**src/rtl/pwm_backlight_ctrl.sv**
```systemverilog
// PWM backlight driver: prescaled counter, double-buffered duty, selectable output polarity.
// Define PWM_BL_FADE_EN to compile in the fade FSM; otherwise duty changes apply in one step.
module pwm_backlight_ctrl #(
  parameter int CNT_W      = 8,
  parameter int PRESC      = 16,
  parameter int STEP_TICKS = 4,
  parameter bit POLARITY   = 1'b1
) (
  input  logic             CLK,
  input  logic             RST,
  input  logic             Enable,
  input  logic [CNT_W-1:0] Duty_Val,
  input  logic             Duty_Load,
  output logic             BackLight_OUT,
  output logic [CNT_W-1:0] Duty_Cur,
  output logic             Busy,
  output logic             Period_Start
);

  localparam int PRESC_W = (PRESC > 1) ? $clog2(PRESC) : 1;
  localparam logic [PRESC_W-1:0] PRESC_LAST = PRESC_W'(PRESC - 1);
  // Counter tops out one below all-ones so duty = all-ones is solidly on.
  localparam logic [CNT_W-1:0] PWM_LAST = CNT_W'((1 << CNT_W) - 2);

  generate
    if (CNT_W < 2 || CNT_W > 16 || PRESC < 1 || STEP_TICKS < 1) begin : g_param_err
      $error("pwm_backlight_ctrl: parameter out of legal range");
    end
  endgenerate

  logic [PRESC_W-1:0] presc_cnt_reg;
  logic [CNT_W-1:0]   pwm_cnt_reg;
  logic [CNT_W-1:0]   target_reg;
  logic [CNT_W-1:0]   duty_cur_reg;
  logic               tick;
  logic               wrap;
  logic               active;

  assign tick   = Enable && (presc_cnt_reg == PRESC_LAST);
  assign wrap   = tick && (pwm_cnt_reg == PWM_LAST);
  assign active = pwm_cnt_reg < duty_cur_reg;

  always_ff @(posedge CLK or posedge RST) begin
    if (RST) begin
      presc_cnt_reg <= '0;
    end else if (!Enable || tick) begin
      presc_cnt_reg <= '0;
    end else begin
      presc_cnt_reg <= presc_cnt_reg + PRESC_W'(1);
    end
  end

  always_ff @(posedge CLK or posedge RST) begin
    if (RST) begin
      pwm_cnt_reg <= '0;
    end else if (!Enable || wrap) begin
      pwm_cnt_reg <= '0;
    end else if (tick) begin
      pwm_cnt_reg <= pwm_cnt_reg + CNT_W'(1);
    end
  end

  always_ff @(posedge CLK or posedge RST) begin
    if (RST) begin
      BackLight_OUT <= ~POLARITY;
      Period_Start  <= 1'b0;
    end else begin
      BackLight_OUT <= (Enable && active) ? POLARITY : ~POLARITY;
      Period_Start  <= wrap;
    end
  end

  always_ff @(posedge CLK or posedge RST) begin
    if (RST) begin
      target_reg <= '0;
    end else if (Duty_Load) begin
      target_reg <= Duty_Val;
    end
  end

`ifdef PWM_BL_FADE_EN
  localparam logic [0:0] ST_IDLE = 1'b0;
  localparam logic [0:0] ST_RAMP = 1'b1;
  localparam int STEP_W = (STEP_TICKS > 1) ? $clog2(STEP_TICKS) : 1;
  localparam logic [STEP_W-1:0] STEP_LAST = STEP_W'(STEP_TICKS - 1);

  logic [0:0]        state_reg;
  logic [STEP_W-1:0] step_cnt_reg;
  logic              step_due;

  assign step_due = (state_reg == ST_RAMP) && wrap && (step_cnt_reg == STEP_LAST);

  always_ff @(posedge CLK or posedge RST) begin
    if (RST) begin
      state_reg    <= ST_IDLE;
      step_cnt_reg <= '0;
    end else begin
      case (state_reg)
        ST_IDLE: begin
          step_cnt_reg <= '0;
          if (target_reg != duty_cur_reg) begin
            state_reg <= ST_RAMP;
          end
        end
        default: begin
          if (target_reg == duty_cur_reg) begin
            state_reg <= ST_IDLE;
          end
          if (!Enable || step_due) begin
            step_cnt_reg <= '0;
          end else if (wrap) begin
            step_cnt_reg <= step_cnt_reg + STEP_W'(1);
          end
        end
      endcase
    end
  end

  // A retarget mid-ramp simply changes direction from wherever the shadow sits.
  always_ff @(posedge CLK or posedge RST) begin
    if (RST) begin
      duty_cur_reg <= '0;
    end else if (step_due && (target_reg > duty_cur_reg)) begin
      duty_cur_reg <= duty_cur_reg + CNT_W'(1);
    end else if (step_due && (target_reg < duty_cur_reg)) begin
      duty_cur_reg <= duty_cur_reg - CNT_W'(1);
    end
  end

  assign Busy = (state_reg == ST_RAMP);
`else
  logic busy_reg;

  always_ff @(posedge CLK or posedge RST) begin
    if (RST) begin
      duty_cur_reg <= '0;
      busy_reg     <= 1'b0;
    end else begin
      if (wrap) begin
        duty_cur_reg <= target_reg;
      end
      busy_reg <= (target_reg != duty_cur_reg);
    end
  end

  assign Busy = busy_reg;
`endif

  assign Duty_Cur = duty_cur_reg;

endmodule
```
**config.mk**
```make
export PLATFORM = sky130hd
export DESIGN_NAME = pwm_backlight_ctrl
export DESIGN_NICKNAME = d
export VERILOG_FILES = /design/src/rtl/pwm_backlight_ctrl.sv
export SDC_FILE = /design/constraint.sdc
export NUM_CORES = 1
export LEC_CHECK = 0
export ABC_AREA = 0
export CORE_ASPECT_RATIO = 0.5
export CORE_UTILIZATION = 54
export DETAILED_ROUTE_END_ITERATION = 6
export PLACE_DENSITY = 0.79
export SKIP_LAST_GASP = 1
export SLEW_MARGIN = 10
export SYNTH_ARGS = -nofsm -noshare
export SYNTH_HDL_FRONTEND = slang
export SYNTH_SLANG_ARGS = --single-unit
```
**constraint.sdc**
```tcl
create_clock -name CLK -period 2.38 [get_ports CLK]
set_clock_uncertainty 0.05 [all_clocks]
set_input_delay 0.357 -clock CLK [delete_from_list [all_inputs] [get_ports CLK]]
set_output_delay 0.357 -clock CLK [all_outputs]
set_load 0.005 [all_outputs]
```
[Word-level counts from Yosys, hierarchy flattened]
Index checks and enable logic that the tools add are counted.
Operators by class
  equal/unequal tests: 3
  add/sub/neg operators: 2
  muxes and demuxes: 4
  magnitude comparators: 1
  reductions and logical operators: 7
Operator list (count)
  2-to-1 mux 8 bit: 2
  adder 8 x 1 -> 8 bit (second input constant): 1
  equality test 8 bit (second input constant): 1
  less-than comparator 8 bit: 1
  != test 8 bit: 1
  adder 4 x 1 -> 4 bit (second input constant): 1
  equality test 4 bit (second input constant): 1
  2-to-1 mux 4 bit: 1
  logical AND 1 bit: 3
  logical OR 1 bit: 2
  nonzero test 2 bit: 1
  logical NOT 1 bit: 1
  2-to-1 mux 1 bit: 1
Word-level totals
  input port bits: 12
  logic and storage cells: 24
  output and inout bits: 11
  bits in registers: 31

[Longest topological paths before layout]
Gate-level depths: netlist of run 1.
  word-level depth: 5
  mapped depth: 6
  depth with buffers taken out: 6

[Worst setup path after synthesis of run 1]
OpenSTA, ideal clock, no wires.
  kind: flip-flop to flip-flop
  start: register presc_cnt_reg[0]
  end: register duty_cur_reg[0], in the netlist Duty_Cur[0]
  required time: 2.205 ns
  setup slack: 0.646 ns
  setup time: 0.125 ns
  cell stages (with the launch flop): 6
  period minus slack after synthesis: 1.734 ns
  arrival: 1.559 ns
  path buffers: 0
  cell sequence: dfrtp_1 > ha_1 > nand3_2 > nor4_4 > nand2_4 > mux2_4
Between the ends
  cells in the longest elaborated chain, start to end: 3
Ends and longest elaborated chain
  start, declared: RTL line 31  | logic [PRESC_W-1:0] presc_cnt_reg;
  start signal, assigned: RTL line 49  | presc_cnt_reg <= presc_cnt_reg + PRESC_W'(1);
  equality test 4 bit: RTL line 39  | assign tick = Enable && (presc_cnt_reg == PRESC_LAST);
  logical AND 1 bit: RTL line 39
  logical AND 1 bit: RTL line 40  | assign wrap = tick && (pwm_cnt_reg == PWM_LAST);
  end signal, assigned: RTL line 140  | duty_cur_reg <= target_reg;
  end, declared: RTL line 34  | logic [CNT_W-1:0] duty_cur_reg;
No other way between the ends.
A chain may end at the register's enable or synchronous reset.

[Worst setup path after layout of run 1]
  start: register presc_cnt_reg[0]
  end: register duty_cur_reg[3], in the netlist Duty_Cur[3]
Same word-level chain as after synthesis.

==> flow_summary.ini, run 1 <==
[routing]
drc = 0
drtIter0Drc = 63
antenna_left = 0
wire_per_inst_um = 14.9
viasPerCell = 5.44
wirelength_mm = 3.11
dr.pass1.iters = 4
vias = 1138

[global_route]
grt_pass1_wl_mm = 5.20
grt_util_all_layers_pct = 23.0
gr-total-overflow = 0
antenna_found_initial = 0
grt_pass1_vias = 1131
grt_max_degree = 32

[synthesis]
ys_seq_area_share_pct = 46.9
ys_async_sr_fraction_pct = 100
synth.distinct_cells = 36
syn_area_per_cell_um2 = 11.5
synthCells = 144
ys_seq_elements = 31
synth_edf_count = 0
syn_area_mm2 = 0.00166
yosys_warnings = 0
synthFlopType = dfrtp_1
synth_nets = 166

[sta]
slew_headroom_pct = 63.5
worst_pin_slew_ps = 542
rsz0062_at_grt = false
finalSetupTns_ps = 0
finalCritPeriodShare_pct = 86.0
finalSetupViolations = 0
slew_viol_final = 0
fmax_ghz = 0.489
period_minus_slack_ps = 2050
final-hold-violation-count = 0

[setup_path]
worstSetupPathType = flip-flop to flip-flop
r2r_start = presc_cnt_reg[0]
reg2reg_depth = 5
cp_top_family = simple AND/OR/NAND/NOR gates
worst-path-buf-inv = 0
r2r_end = Duty_Cur[3]
reg2reg_slack_ps = 330
slowest_delay_ps = 470
worstPathArrival_ps = 2170
critPathMaxFanout = 12
worstSetupEndpointType = flip-flop
crit_slowest_cell = nor4_4
cp-start-kind = flip-flop
required_ps = 2500
path_cells = ha_1 > nand3_2 > nor4_4 > nand2_4 > mux2_4

[die]
core_area_mm2 = 0.00275
die_area_mm2 = 0.00330
start_util_pct = 60.2
die_h_um = 41.2
fp-row-count = 13
io-pin-count = 23
die_x_um = 80.3

[clock_network]
path_clk_slew_ps = 70
cts_setup_buffers = 0
clk_path_buf_depth = 2
htree_num_levels = 2
clockRootBuffer = clkbuf_8
cts_buffers = 5
ctsHoldBuffers = 0
post_cts_resized = 0
clock-sinks = 31
cts_tree = done
clk_latency_ps = 290

[power]
ir_drop_mv = 0.337
total_power_uw = 1130
cellLeakagePower_uw = 0.000939
power_density_mw_per_mm2 = 559

[finish]
nets = 193
syn_to_final_growth_pct = 22.4
drive_above_1_share_pct = 18.0
layout_common_cells = dfrtp_1 (31), clkdlybuf4s50_1 (22), inv_1 (11)
final_common_cell = dfrtp_1
antenna_cells = 0

[place]
gp_congestion = 0.756
hpwlAfterDp_mm = 2.24
io_buffers = 22

[status]
status = complete, no violations

[run]
drv_cap = 0

[min_path]
holdCritPathClass = primary input to async pin
==> area by class of cell <==
cell class | count | area, um2
multi-input combinational | 98 | 823
sequential | 31 | 776
fill | 197 | 723
timing repair buffer | 24 | 235
clock buffer | 7 | 96.3
tap | 37 | 46.3
inverter | 11 | 41.3
clock inverter | 1 | 7.51
==> power breakdown <==
| group | internal (uW) | switching (uW) | leakage (uW) |
|---|---|---|---|
| combinational | 54.3 | 38.8 | 0.000483 |
| clock | 263 | 204 | 0.0000505 |
| sequential | 549 | 23.8 | 0.000406 |
| total | 867 | 267 | 0.000939 |
==> how the worst max path moves through the flow <==
stage / start / to / slack, ps / depth (start not counted)
2_1_floorplan: presc_cnt_reg[0] / Duty_Cur[0] / 650 / 5
3_3_place_gp: presc_cnt_reg[0] / Duty_Cur[7] / 410 / 5
3_5_place_dp: presc_cnt_reg[0] / Duty_Cur[3] / 340 / 5
4_1_cts: presc_cnt_reg[0] / Duty_Cur[3] / 330 / 5
5_1_grt: presc_cnt_reg[1] / Duty_Cur[3] / 210 / 5
6_report: presc_cnt_reg[0] / Duty_Cur[3] / 330 / 5
==> cells by family after synthesis <==
group / Yosys count / synth area share [%]
buffers and inverters: 15 / 3.40
AO/OA/AOI/OAI: 22 / 9.07
AND/OR/NAND/NOR: 38 / 14.1
multiplexers: 16 / 12.7
XOR/XNOR: 12 / 6.35
adder cells (fa/ha/maj): 10 / 7.56
flip-flops: 31 / 46.9
==> metal layers <==
metal	GRT usage [%]	wire length (um)	vias up
li1	-	-	560
met1	27.7	1480	551
met2	40.2	1480	22
met3	6.67	107	5
met4	10.7	35	0
met5	0	0	-
==> worst reg2reg max path: cells and delay by family, from the launching register on <==
family,cells,cell delay [ps]
adders and majority gates,1,250
and+or+nand+nor,3,910
DFF,1,380
muxes,1,340
==> stage by stage <==
| stage | setup WS, ps | instances | instance area, um2 | utilization, % | hold slack [ps] |
|---|---|---|---|---|---|
| after floorplan | 646 | 144 | 1660 | - | 399 |
| after global placement | 407 | 201 | 1920 | 69.9 | 411 |
| after detailed placement | 342 | 201 | 1920 | 69.9 | 420 |
| after CTS | 327 | 209 | 2030 | 73.7 | 414 |
| after global routing | 209 | 209 | 2030 | 73.7 | 435 |
| final | 333 | 209 | 2030 | 73.7 | 401 |
==> cell usage after synthesis, types with 3 or more instances <==
cell      instances  area, um2
nor4_1            3       18.8
inv_1            11       41.3
ha_1             10        125
nand2_1           9       33.8
dfrtp_1          31        776
nand2b_1          3       18.8
xor2_1            9       78.8
nor2_1            6       22.5
o21ai_0           4       20.0
xnor2_1           3       26.3
mux2_2            8       90.1
clkbuf_1          4       15.0
and2_1            4       25.0
a21oi_1           5       25.0
mux2_4            8        120
Power figures use the tool's default switching activity.
==> run 2: changes to the inputs <==
--- a/config.mk
+++ b/config.mk
@@ -8,7 +8,9 @@
 export ABC_AREA = 0
 export CORE_ASPECT_RATIO = 0.5
 export CORE_UTILIZATION = 54
+export CTS_CLUSTER_DIAMETER = 120
 export DETAILED_ROUTE_END_ITERATION = 6
+export GPL_TIMING_DRIVEN = 0
 export PLACE_DENSITY = 0.79
 export SKIP_LAST_GASP = 1
 export SLEW_MARGIN = 10
==> run 2 against run 1 <==
Against the previous run:
- via count shrank 0.35%
- sequential power is essentially flat
- utilization shrank 0.23 points
- setup slack gained 95 ps
- fmax grew 4.9%
- clock power grew 14%
- largest cell class unchanged
- register-to-register slack gained 95 ps
- critical endpoint is now Duty_Cur[7]
- cell count is the same
- design area shrank 0.31%
==> flow_summary.ini, run 2 (synthesis gave the netlist of run 1 again) <==
[die]
die_h_um = 41.2
die_area_mm2 = 0.00330
start_util_pct = 60.2
core_area_mm2 = 0.00275
die_x_um = 80.3
fp-row-count = 13
io-pin-count = 23

[place]
gp_congestion = 0.781
io_buffers = 20
hpwlAfterDp_mm = 2.27
placed_cell_area_mm2 = 0.00190

[routing]
wirelength_mm = 3.13
antenna_left = 0
wire_per_inst_um = 15.0
dr.pass1.iters = 4
drc = 0
viasPerCell = 5.43
drtIter0Drc = 48
vias = 1134

[setup_path]
r2r_start = pwm_cnt_reg[0]
reg2reg_depth = 6
r2r_end = Duty_Cur[7]
critPathMaxFanout = 9
required_ps = 2490
reg2reg_slack_ps = 430
worstSetupEndpointType = flip-flop
crit_end = Duty_Cur[7]
worstPathArrival_ps = 2060
cp-startpoint = pwm_cnt_reg[0]
cp-start-kind = flip-flop
worstSetupPathType = flip-flop to flip-flop

[finish]
final_common_cell = dfrtp_1
finalInstanceArea_mm2 = 0.00202
drive_above_1_share_pct = 17.4
layout_common_cells = dfrtp_1 (31), clkdlybuf4s50_1 (20), inv_1 (10), ha_1 (10)
nets = 193
syn_to_final_growth_pct = 22.0
antenna_cells = 0

[sta]
final-hold-violation-count = 0
worst_pin_slew_ps = 636
finalSetupTns_ps = 0
rsz0062_at_grt = false
period_minus_slack_ps = 1950
finalSetupViolations = 0
fmax_ghz = 0.512
slew_viol_final = 0
slew_headroom_pct = 57.5
finalCritPeriodShare_pct = 82.0

[global_route]
grt_pass1_vias = 1155
antenna_found_initial = 0
use_met2_pct = 45.3
grt_busiest_layer = met2
grt_pass1_wl_mm = 5.27
grt_util_all_layers_pct = 23.1
grt_max_degree = 32
grt_use_met1_pct = 26.0
gr-usage-met3_pct = 6.67
gr-total-overflow = 0

[status]
status = complete, no violations

[clock_network]
path_clk_slew_ps = 70
cts_setup_buffers = 0
cts_tree = done
post_cts_resized = 0
htree_num_levels = 2
clockRootBuffer = clkbuf_8
ctsHoldBuffers = 0
clock-sinks = 31
cts_buffers = 5
clk_latency_ps = 280
clk_path_buf_depth = 2

[min_path]
holdCritPathClass = primary input to async pin

[power]
ir_drop_mv = 0.373
power_density_mw_per_mm2 = 592
total_power_uw = 1200
cellLeakagePower_uw = 0.000936

[run]
drv_cap = 0
[run 2: critical path, stage by stage (launching register included)]
cell,delay [ps]
dfrtp_1,460
inv_1,90
ha_1,160
nand2_1,120
nor4_4,430
nand2_4,190
mux2_4,340
[run 2: where the power goes]
part           leakage, uW  internal [uW]  switching, uW  total, uW
Clock            0.0000612            338            194        532
Combinational     0.000469           50.7           39.8       90.5
Sequential        0.000406            549           23.4        573
[run 2: worst min-delay path by stage]
stage / from / end / slack [ps] / cells past startpoint
floorplan: presc_cnt_reg[0] / presc_cnt_reg[0] / 400 / 1
global placement: presc_cnt_reg[0] / presc_cnt_reg[0] / 420 / 1
detailed placement: presc_cnt_reg[0] / presc_cnt_reg[0] / 430 / 1
CTS: presc_cnt_reg[0] / presc_cnt_reg[0] / 440 / 1
global route: presc_cnt_reg[0] / presc_cnt_reg[0] / 470 / 1
finish: RST / pwm_cnt_reg[6] / 430 / 2
[run 2: metrics by stage]
step / std cells / worst slack [ps] / hold WS (ps) / util [%]
after CTS: 209 / 410 / 440 / 73.5
after floorplan: 144 / 646 / 399 / -
final: 209 / 428 / 428 / 73.5
after global routing: 209 / 289 / 471 / 73.5
after global placement: 201 / 459 / 422 / 69.2
after detailed placement: 201 / 440 / 430 / 69.2
[run 2: layout make-up]
cell class                      count  area, um2
Clock buffer                        6       82.6
Fill cell                         192        729
Buffer                              4       15.0
Multi-Input combinational cell     98        823
Timing Repair Buffer               20        200
Clock inverter                      2       35.0
Tap cell                           37       46.3
Sequential cell                    31        776
Inverter                           11       41.3
[run 2: routing by layer]
| layer | wire length (um) | part of all wire, % | vias to the layer above |
|---|---|---|---|
| met2 | 1570 | 50 | 14 |
| li1 | - | - | 561 |
| met1 | 1450 | 46 | 555 |
| met5 | 0 | 0 | - |
| met3 | 90 | 2.9 | 4 |
| met4 | 21 | 0.67 | 0 |
